<file path="src/rtl/anti_bounce_pkg.sv">
// Shared constants and types for the anti_bounce_bank debouncer.
//
// Contents:
//   StableTicksDefault - default tick_mf pulses a new level must persist before acceptance
//   LongTicksDefault   - default tick_mf pulses a press must persist before long_press
//   chan_state_e       - per-channel debounce state (StStable, StPending)
package anti_bounce_pkg;

    localparam int unsigned StableTicksDefault = 20;
    localparam int unsigned LongTicksDefault   = 1000;

    typedef enum logic {
        StStable  = 1'b0,
        StPending = 1'b1
    } chan_state_e;

endpackage

</file>
<file path="src/rtl/anti_bounce_bank_if.sv">
// Button-bank signal bundle shared between the debouncer and its user.
//
// Signals (N_CH wide unless noted):
//   tick_mf       - 1 bit, one-clk enable pulse; the only time base for the counters
//   btn_in        - raw asynchronous button levels, active-high
//   btn_out       - debounced levels
//   press         - one-clk pulse on an accepted 0->1 transition
//   release_pulse - one-clk pulse on an accepted 1->0 transition ('release' is an SV keyword)
//   long_press    - one-clk pulse on a long hold (always 0 unless ANTI_BOUNCE_LONG_PRESS_EN)
//
// Modports: master drives tick_mf/btn_in, slave (the debouncer) drives the rest.
interface anti_bounce_bank_if #(
    parameter int unsigned N_CH = 4
);

    logic            tick_mf;
    logic [N_CH-1:0] btn_in;
    logic [N_CH-1:0] btn_out;
    logic [N_CH-1:0] press;
    logic [N_CH-1:0] release_pulse;
    logic [N_CH-1:0] long_press;

    modport master (
        output tick_mf,
        output btn_in,
        input  btn_out,
        input  press,
        input  release_pulse,
        input  long_press
    );

    modport slave (
        input  tick_mf,
        input  btn_in,
        output btn_out,
        output press,
        output release_pulse,
        output long_press
    );

endinterface

</file>
<file path="src/rtl/anti_bounce_chan.sv">
// One debounce channel: 2-flop synchroniser, STABLE/PENDING FSM with tick-driven
// debounce counter, and (with ANTI_BOUNCE_LONG_PRESS_EN defined) a saturating hold
// counter that produces a single long_press pulse per press.
//
// Ports:
//   clk, rst      - clock, synchronous active-high reset
//   tick_mf       - counter enable pulse
//   btn_in        - raw asynchronous button level
//   btn_out       - registered debounced level
//   press         - one-clk pulse coincident with btn_out rising
//   release_pulse - one-clk pulse coincident with btn_out falling
//   long_press    - one-clk pulse after LONG_TICKS ticks of btn_out=1 (0 without the macro)
//
// Macro: ANTI_BOUNCE_LONG_PRESS_EN enables the hold counter and the LONG_TICKS parameter.
module anti_bounce_chan
    import anti_bounce_pkg::*;
#(
    parameter int unsigned STABLE_TICKS = StableTicksDefault
`ifdef ANTI_BOUNCE_LONG_PRESS_EN
    ,
    parameter int unsigned LONG_TICKS   = LongTicksDefault
`endif
) (
    input  logic clk,
    input  logic rst,
    input  logic tick_mf,
    input  logic btn_in,
    output logic btn_out,
    output logic press,
    output logic release_pulse,
    output logic long_press
);

    localparam int unsigned     CntW   = $clog2(STABLE_TICKS);
    localparam logic [CntW-1:0] CntMax = CntW'(STABLE_TICKS - 1);

    logic [1:0]      sync_q;
    logic            sync;
    chan_state_e     state_q;
    logic [CntW-1:0] cnt_q;
    logic            btn_q;
    logic            press_q;
    logic            release_q;

    assign sync = sync_q[1];

    // Acceptance happens on the tick where cnt_q == STABLE_TICKS-1, so cnt_q never wraps.
    always_ff @(posedge clk) begin
        if (rst) begin
            sync_q    <= 2'b00;
            state_q   <= StStable;
            cnt_q     <= '0;
            btn_q     <= 1'b0;
            press_q   <= 1'b0;
            release_q <= 1'b0;
        end else begin
            sync_q    <= {sync_q[0], btn_in};
            press_q   <= 1'b0;
            release_q <= 1'b0;
            unique case (state_q)
                StStable: begin
                    cnt_q <= '0;
                    if (sync != btn_q) begin
                        state_q <= StPending;
                    end
                end
                StPending: begin
                    if (sync == btn_q) begin
                        // Glitch rejected: drop progress, outputs untouched.
                        state_q <= StStable;
                        cnt_q   <= '0;
                    end else if (tick_mf) begin
                        if (cnt_q == CntMax) begin
                            btn_q     <= sync;
                            press_q   <= sync;
                            release_q <= ~sync;
                            cnt_q     <= '0;
                            state_q   <= StStable;
                        end else begin
                            cnt_q <= cnt_q + 1'b1;
                        end
                    end
                end
            endcase
        end
    end

    assign btn_out       = btn_q;
    assign press         = press_q;
    assign release_pulse = release_q;

`ifdef ANTI_BOUNCE_LONG_PRESS_EN
    localparam int unsigned      HoldW   = $clog2(LONG_TICKS + 1);
    localparam logic [HoldW-1:0] HoldMax = HoldW'(LONG_TICKS);

    logic [HoldW-1:0] hold_q;
    logic             long_q;

    // Saturating at HoldMax is what limits long_press to one pulse per press.
    always_ff @(posedge clk) begin
        if (rst) begin
            hold_q <= '0;
            long_q <= 1'b0;
        end else begin
            long_q <= 1'b0;
            if (!btn_q) begin
                hold_q <= '0;
            end else if (tick_mf && (hold_q != HoldMax)) begin
                hold_q <= hold_q + 1'b1;
                long_q <= (hold_q == HoldMax - 1'b1);
            end
        end
    end

    assign long_press = long_q;
`else
    assign long_press = 1'b0;
`endif

endmodule

</file>
<file path="src/rtl/anti_bounce_bank.sv">
// Bank of N_CH independent button debouncers sharing one tick_mf time base.
//
// Ports:
//   clk - clock, all flops on its rising edge
//   rst - synchronous active-high reset
//   bus - anti_bounce_bank_if.slave: tick_mf, btn_in in; btn_out, press,
//         release_pulse, long_press out (all N_CH wide except tick_mf)
//
// Macro: ANTI_BOUNCE_LONG_PRESS_EN enables per-channel long_press generation;
// without it long_press is tied to 0.
module anti_bounce_bank
    import anti_bounce_pkg::*;
#(
    parameter int unsigned N_CH         = 4,
    parameter int unsigned STABLE_TICKS = StableTicksDefault,
    parameter int unsigned LONG_TICKS   = LongTicksDefault
) (
    input  logic               clk,
    input  logic               rst,
    anti_bounce_bank_if.slave  bus
);

    // Reject illegal configurations at elaboration.
    if ((N_CH < 1) || (N_CH > 32) || (STABLE_TICKS < 2) || (STABLE_TICKS > 65535) ||
        (LONG_TICKS <= STABLE_TICKS)) begin : g_bad_cfg
        $error("anti_bounce_bank: illegal N_CH/STABLE_TICKS/LONG_TICKS");
    end

    logic [N_CH-1:0] btn_out_v;
    logic [N_CH-1:0] press_v;
    logic [N_CH-1:0] release_v;
    logic [N_CH-1:0] long_v;

    for (genvar i = 0; i < N_CH; i++) begin : g_chan
        anti_bounce_chan #(
            .STABLE_TICKS (STABLE_TICKS)
`ifdef ANTI_BOUNCE_LONG_PRESS_EN
            ,
            .LONG_TICKS   (LONG_TICKS)
`endif
        ) u_chan (
            .clk           (clk),
            .rst           (rst),
            .tick_mf       (bus.tick_mf),
            .btn_in        (bus.btn_in[i]),
            .btn_out       (btn_out_v[i]),
            .press         (press_v[i]),
            .release_pulse (release_v[i]),
            .long_press    (long_v[i])
        );
    end

    assign bus.btn_out       = btn_out_v;
    assign bus.press         = press_v;
    assign bus.release_pulse = release_v;
    assign bus.long_press    = long_v;

endmodule

</file>
<file path="src/flat_wrapper.sv">
// flat-port wrapper written by rule: the top's interface ports become plain ports
module anti_bounce_bank_flat import anti_bounce_pkg::*;
#(
    parameter int unsigned N_CH         = 4,
    parameter int unsigned STABLE_TICKS = StableTicksDefault,
    parameter int unsigned LONG_TICKS   = LongTicksDefault
)
  (clk, rst, bus_tick_mf, bus_btn_in, bus_btn_out, bus_press, bus_release_pulse, bus_long_press);
  anti_bounce_bank_if #(.N_CH(N_CH)) bus_i ();
  input  logic clk;
  input  logic rst;
  input wire logic [$bits(bus_i.tick_mf)-1:0] bus_tick_mf;
  input wire logic [$bits(bus_i.btn_in)-1:0] bus_btn_in;
  output wire logic [$bits(bus_i.btn_out)-1:0] bus_btn_out;
  output wire logic [$bits(bus_i.press)-1:0] bus_press;
  output wire logic [$bits(bus_i.release_pulse)-1:0] bus_release_pulse;
  output wire logic [$bits(bus_i.long_press)-1:0] bus_long_press;
  assign bus_i.tick_mf = bus_tick_mf;
  assign bus_i.btn_in = bus_btn_in;
  assign bus_btn_out = bus_i.btn_out;
  assign bus_press = bus_i.press;
  assign bus_release_pulse = bus_i.release_pulse;
  assign bus_long_press = bus_i.long_press;
  anti_bounce_bank #(.N_CH(N_CH), .STABLE_TICKS(STABLE_TICKS), .LONG_TICKS(LONG_TICKS)) u_core (.clk(clk), .rst(rst), .bus(bus_i));
endmodule
</file>
<file path="config.mk">
export PLATFORM = sky130hd
export DESIGN_NAME = anti_bounce_bank_flat
export DESIGN_NICKNAME = d
export VERILOG_FILES = /design/src/rtl/anti_bounce_pkg.sv /design/src/rtl/anti_bounce_bank_if.sv /design/src/rtl/anti_bounce_chan.sv /design/src/rtl/anti_bounce_bank.sv /design/src/flat_wrapper.sv
export SDC_FILE = /design/constraint.sdc
export NUM_CORES = 1
export LEC_CHECK = 0
export ABC_CLOCK_PERIOD_IN_PS = 2000
export BUFFER_PORTS_ARGS = -buffer_cell sky130_fd_sc_hd__clkbuf_2
export CORE_MARGIN = 3
export CORE_UTILIZATION = 23
export CTS_CLUSTER_SIZE = 25
export DETAILED_ROUTE_END_ITERATION = 10
export PLACE_DENSITY_LB_ADDON = 0.05
export SYNTH_ARGS = -nofsm -noshare
export SYNTH_HDL_FRONTEND = slang
export SYNTH_SLANG_ARGS = --single-unit
</file>
<file path="constraint.sdc">
create_clock -name clk -period 2 [get_ports clk]
set_input_delay 0.4 -clock clk [delete_from_list [all_inputs] [get_ports clk]]
set_output_delay 0.4 -clock clk [all_outputs]
set_load 0.01 [all_outputs]
</file>
======== Word level (Yosys, flattened, before mapping) ========
Index checks and enable logic that the tools add are counted.
cells by class
  bitwise operators ....................... 17
  muxes and demuxes ....................... 36
  add/sub/neg operators ................... 4
  reduce and logical (&&, ||, !) cells .... 8
  eq/ne operators ......................... 16
operators with widths
  cell                                           count
  two-way mux 5 bit                              12
  case mux 5 bit (2 select lines)                4
  adder 5 x 1 -> 5 bit, second input constant    4
  == test 5 bit, second input constant           4
  OR reduction 5 bit                             4
  inverter 1 bit                                 17
  two-way mux 1 bit                              16
  AND reduction 4 bit                            4
  != test 3 x 2 -> 1 bit, second input constant  4
  case mux 1 bit (2 select lines)                4
  == test 1 bit                                  4
  != test 1 bit                                  4
word-level totals
  input bits .............................. 7
  register bits after elaboration ......... 44
  output and inout port bits .............. 16

======== Depth between registers and ports, before layout ========
  depth in word-level cells ............... 5
  mapped depth ............................ 5
  mapped depth without buffers ............ 4

======== By module ========
Synthesis repeated with hierarchy kept, for this count alone.
second synthesis, totals
  cell total of the unflattened synthesis .. 187
  area total of the unflattened synthesis .. 1919.3 µm²
by module, submodules not included
  module                                           instances  seq. area each (µm²)  area each (µm²)  cells an instance
  anti_bounce_chan at u_core.g_chan[0].u_chan ...  3          220.2                 480.5            46
  anti_bounce_chan at u_core.g_chan[1].u_chan      1          220.2                 478.0            49

======== Worst setup path after synthesis ========
Ideal clock, no wire load.
  path type ............................... reg-to-reg
  from .................................... register u_core.g_chan[2].u_chan.cnt_q[0]
  to ...................................... register u_core.g_chan[2].u_chan.press_q
  setup slack ............................. 0.825 ns
  arrival time ............................ 1.079 ns
  stages on the path, launching flop included .. 5
  setup time .............................. 0.096 ns
  cell sequence ........................... dfxtp_1 ha_1 and4bb_2 nand3_1 nor4b_1
between the ends
  longest elaborated chain between the ends .. 3
RTL lines
  what                                 RTL line                source
  from (decl)                          anti_bounce_chan.sv:40  logic [CntW-1:0] cnt_q;
  from (signal assigned)               anti_bounce_chan.sv:80  cnt_q <= cnt_q + 1'b1;
  == test 5 bit                        anti_bounce_chan.sv:73  if (cnt_q == CntMax) begin
  inverter 1 bit (no source line)      -
  OR reduction 5 bit (no source line)  -
  to (signal assigned)                 anti_bounce_chan.sv:75  press_q <= sync;
  to (decl)                            anti_bounce_chan.sv:42  logic press_q;
Every way passes these cells.
A chain may end at the register's enable or synchronous reset.

======== Worst setup path in the final report ========
Same ends and word-level chain as after synthesis.

==> impl_metrics.py <==
metrics = {
    "outcome": {
        "status": "complete, no violations",
    },
    "global_route": {
        "busiest_layer": "met2",
        "grt_max_degree": 30,
        "grt_usage_pct": 8.36,
        "grt_use_met3_pct": 2.76,
        "met1_usage_pct": 10.8,
        "overflow": 0,
        "grt_pass1_wl_um": 6560,
        "use_met2_pct": 12.8,
        "grt_pass1_vias": 1373,
        "antenna_found_initial": 0,
    },
    "detailed_routing": {
        "drc_errors": 0,
        "vias": 1465,
        "wl_per_cell_um": 12.1,
        "vias_per_cell": 4.51,
        "ant_nets": 0,
        "routed_wl_um": 3930,
        "drtIter0Drc": 42,
        "drt-pass1-iter-count": 4,
    },
    "setup_path": {
        "critPathMaxStageDelay_ns": 0.39,
        "cp-end-kind": "register",
        "crit_family": "simple AND/OR/NAND/NOR gates",
        "start_kind": "register",
        "path_class": "register to register",
        "reg2reg_slack_ns": 0.60,
        "r2r_end": "u_core.g_chan[2].u_chan.press",
        "crit_buf_inv": 0,
        "crit_chain": "ha_1, and4bb_2, nand3_1, nor4b_1",
        "arrival_ns": 1.60,
        "cp_slowest_cell": "dfxtp_1",
        "crit_path_max_fanout": 5,
        "timing.rr.start": "u_core.g_chan[2].u_chan.cnt_q[0]",
        "required_ns": 2.19,
        "worstRegToRegCells": 4,
    },
    "clocking": {
        "root_buffer": "clkbuf_8",
        "cts_tree": "done",
        "numCtsBuffers": 5,
        "cts_resized": 0,
        "worstSkewPairLatency_ns": 0.30,
        "clockBufferDepth": 2,
        "clk_pin_slew_ns": 0.08,
        "hold_buffers": 0,
        "cts_setup_buffers": 0,
        "htreeDepth": 2,
        "cts_sinks": 44,
    },
    "placed_design": {
        "dpl.hpwl_um": 2800,
        "placement.io_buffers": 18,
        "place.gp.congestion": 0.698,
    },
    "die": {
        "die_y_um": 98.8,
        "fp.dieW_um": 98.8,
        "start_util_pct": 23.9,
        "io_pins": 23,
        "die_area_um2": 9770,
        "num_rows": 33,
        "core_um2": 8300,
    },
    "sta": {
        "min_period_over_period_pct": 70.2,
        "hold_viol": 0,
        "rsz0062_at_grt": "false",
        "fin_skew_ns": 0.00352,
        "holdWs_ns": 0.310,
        "setup_violations": 0,
        "fin_crit_ns": 1.40,
        "maxClockFrequency_mhz": 712,
        "fin_setup_tns_ns": 0,
        "report.final.slew_viol_count": 0,
    },
    "final_layout": {
        "nNetsFinal": 230,
        "drive_gt1_share_pct": 15.9,
        "antenna_cells": 0,
        "area_growth_pct": 9.97,
    },
    "synth": {
        "synth_seq_cells": 44,
        "yosysSeqAreaShare_pct": 44.4,
        "avgSynthCellArea_um2": 9.39,
        "yosys_warnings": 0,
        "synth.distinct_cells": 34,
        "syn_area_um2": 1980,
        "syn_inst": 211,
    },
    "hold_path": {
        "hold_class": "input pin to register",
        "min_to": "u_core.g_chan[0].u_chan.sync_q[0]",
        "worstHoldPathCells": 2,
        "hold_start": "bus_btn_in[0]",
    },
    "pwr": {
        "ir_drop_uv": 290,
        "powerDensity_nw_per_um2": 700,
        "p_leak_uw": 0.000784,
    },
    "run": {
        "maxCapViolations": 0,
    },
}
==> final cells by class <==
cell class                 count  area, um^2
fill                         880        6120
multi-input combinational    142         935
sequential                    44         881
tap                          105         131
timing repair buffer          20         118
clock buffer                   6        82.6
inverter                       6        22.5
clock inverter                 2        10.0
==> worst register-to-register path, stage by stage, from the launching register on <==
cell and delay [ns]:
dfxtp_1 0.39, ha_1 0.25, and4bb_2 0.27, nand3_1 0.13
nor4b_1 0.27
==> where the power goes <==
group / leakage, uW / switching (uW) / total (uW) / internal (uW)
Sequential: 0.000356 / 6.08 / 891 / 885
Combinational: 0.000377 / 33.1 / 54.6 / 21.5
Clock: 0.0000510 / 304 / 580 / 276
Total: 0.000784 / 343 / 1530 / 1180
==> synthesized netlist by cell type <==
| cell type | n | area share [%] |
|---|---|---|
| a211o_1 | 2 | 0.88 |
| ha_1 | 4 | 2.5 |
| nor4_1 | 2 | 0.63 |
| nor2_1 | 5 | 0.95 |
| xor2_1 | 6 | 2.7 |
| xor2_2 | 1 | 0.82 |
| buf_4 | 17 | 6.4 |
| mux2i_1 | 3 | 1.5 |
| nor3_1 | 2 | 0.51 |
| and3_1 | 3 | 0.95 |
| nand2_1 | 11 | 2.1 |
| a21oi_1 | 20 | 5.1 |
| clkbuf_1 | 3 | 0.57 |
| nand3b_1 | 3 | 1.1 |
| nand3_1 | 14 | 3.5 |
| buf_6 | 1 | 0.57 |
| inv_1 | 6 | 1.1 |
| dfxtp_1 | 44 | 44 |
| buf_2 | 1 | 0.25 |
| nand2b_1 | 8 | 2.5 |
| and4bb_2 | 3 | 1.9 |
| nand4b_1 | 2 | 0.88 |
| nor4b_1 | 3 | 1.3 |
| nand4bb_1 | 4 | 2.3 |
| nor2b_1 | 16 | 5.1 |
| and4b_1 | 3 | 1.5 |
| nor4b_2 | 1 | 0.76 |
| and2_1 | 1 | 0.32 |
| or3_1 | 1 | 0.32 |
| a31o_2 | 2 | 0.88 |
| o21ai_0 | 9 | 2.3 |
| and4bb_1 | 1 | 0.63 |
| conb_1 | 1 | 0.19 |
| nand4_1 | 8 | 2.5 |
==> registers in the layout, indices dropped and copies added, names as in the netlist <==
signal / cells
u_core.g_chan.u_chan.state_q: 4
u_core.g_chan.u_chan.press: 4
u_core.g_chan.u_chan.release_pulse: 4
u_core.g_chan.u_chan.sync_q: 8
u_core.g_chan.u_chan.btn_out: 4
u_core.g_chan.u_chan.cnt_q: 20
==> metrics by stage <==
step                      worst slack (ns)  cells  power (uW)  util [%]  cell area, um^2
final                                0.596    325        1530      26.3             2180
after global routing                 0.498    325        1600      26.3             2180
after CTS                            0.589    325        1560      26.3             2180
after detailed placement             0.573    317         967      25.1             2090
after global placement               0.573    317         967      25.1             2090
after floorplan                      0.825    214         955         -             1990
==> cell usage in the layout (no fill, tap or decap), types with 4 or more instances in the layout <==
| master | count |
|---|---|
| inv_1 | 6 |
| clkbuf_8 | 6 |
| nor2_1 | 5 |
| clkbuf_2 | 18 |
| nand4_1 | 8 |
| nand2b_1 | 8 |
| nand4bb_1 | 4 |
| dfxtp_1 | 44 |
| ha_1 | 4 |
| nand2_1 | 11 |
| xor2_1 | 6 |
| conb_1 | 4 |
| a21oi_1 | 20 |
| nand3_1 | 14 |
| o21ai_0 | 9 |
| nor2b_1 | 16 |
==> cells by family (layout without fill, tap and decap cells) <==
kind of cell | after synthesis | after routing | share of synthesized area [%]
AO/OA/AOI/OAI | 33 | 33 | 9.09
XOR/XNOR | 7 | 7 | 3.47
adder cells (fa/ha/maj) | 4 | 4 | 2.53
AND/OR/NAND/NOR | 91 | 91 | 29.8
other | 1 | 4 | 0.189
flip-flops | 44 | 44 | 44.4
multiplexers | 3 | 3 | 1.52
buffers and inverters | 28 | 34 | 8.96
==> metal layers <==
metal / vias to the layer above / part of all wire (%)
met2: 27 / 45
met3: 7 / 4.5
li1: 739 / -
met4: 0 / 1.6
met5: - / 0
met1: 692 / 49
==> worst max-delay path by stage <==
| stage | start | endpoint | cells past startpoint |
|---|---|---|---|
| 3_3_place_gp | bus_tick_mf | u_core.g_chan[2].u_chan.press | 4 |
| 3_5_place_dp | bus_tick_mf | u_core.g_chan[2].u_chan.release_pulse | 4 |
| 4_1_cts | u_core.g_chan[2].u_chan.cnt_q[0] | u_core.g_chan[2].u_chan.release_pulse | 4 |
| 5_1_grt | u_core.g_chan[2].u_chan.cnt_q[0] | u_core.g_chan[2].u_chan.release_pulse | 4 |
| 6_report | u_core.g_chan[2].u_chan.cnt_q[0] | u_core.g_chan[2].u_chan.press | 4 |
| 2_1_floorplan | u_core.g_chan[2].u_chan.cnt_q[0] | u_core.g_chan[2].u_chan.press | 4 |
Note: power is estimated with default switching activity, not from simulation.
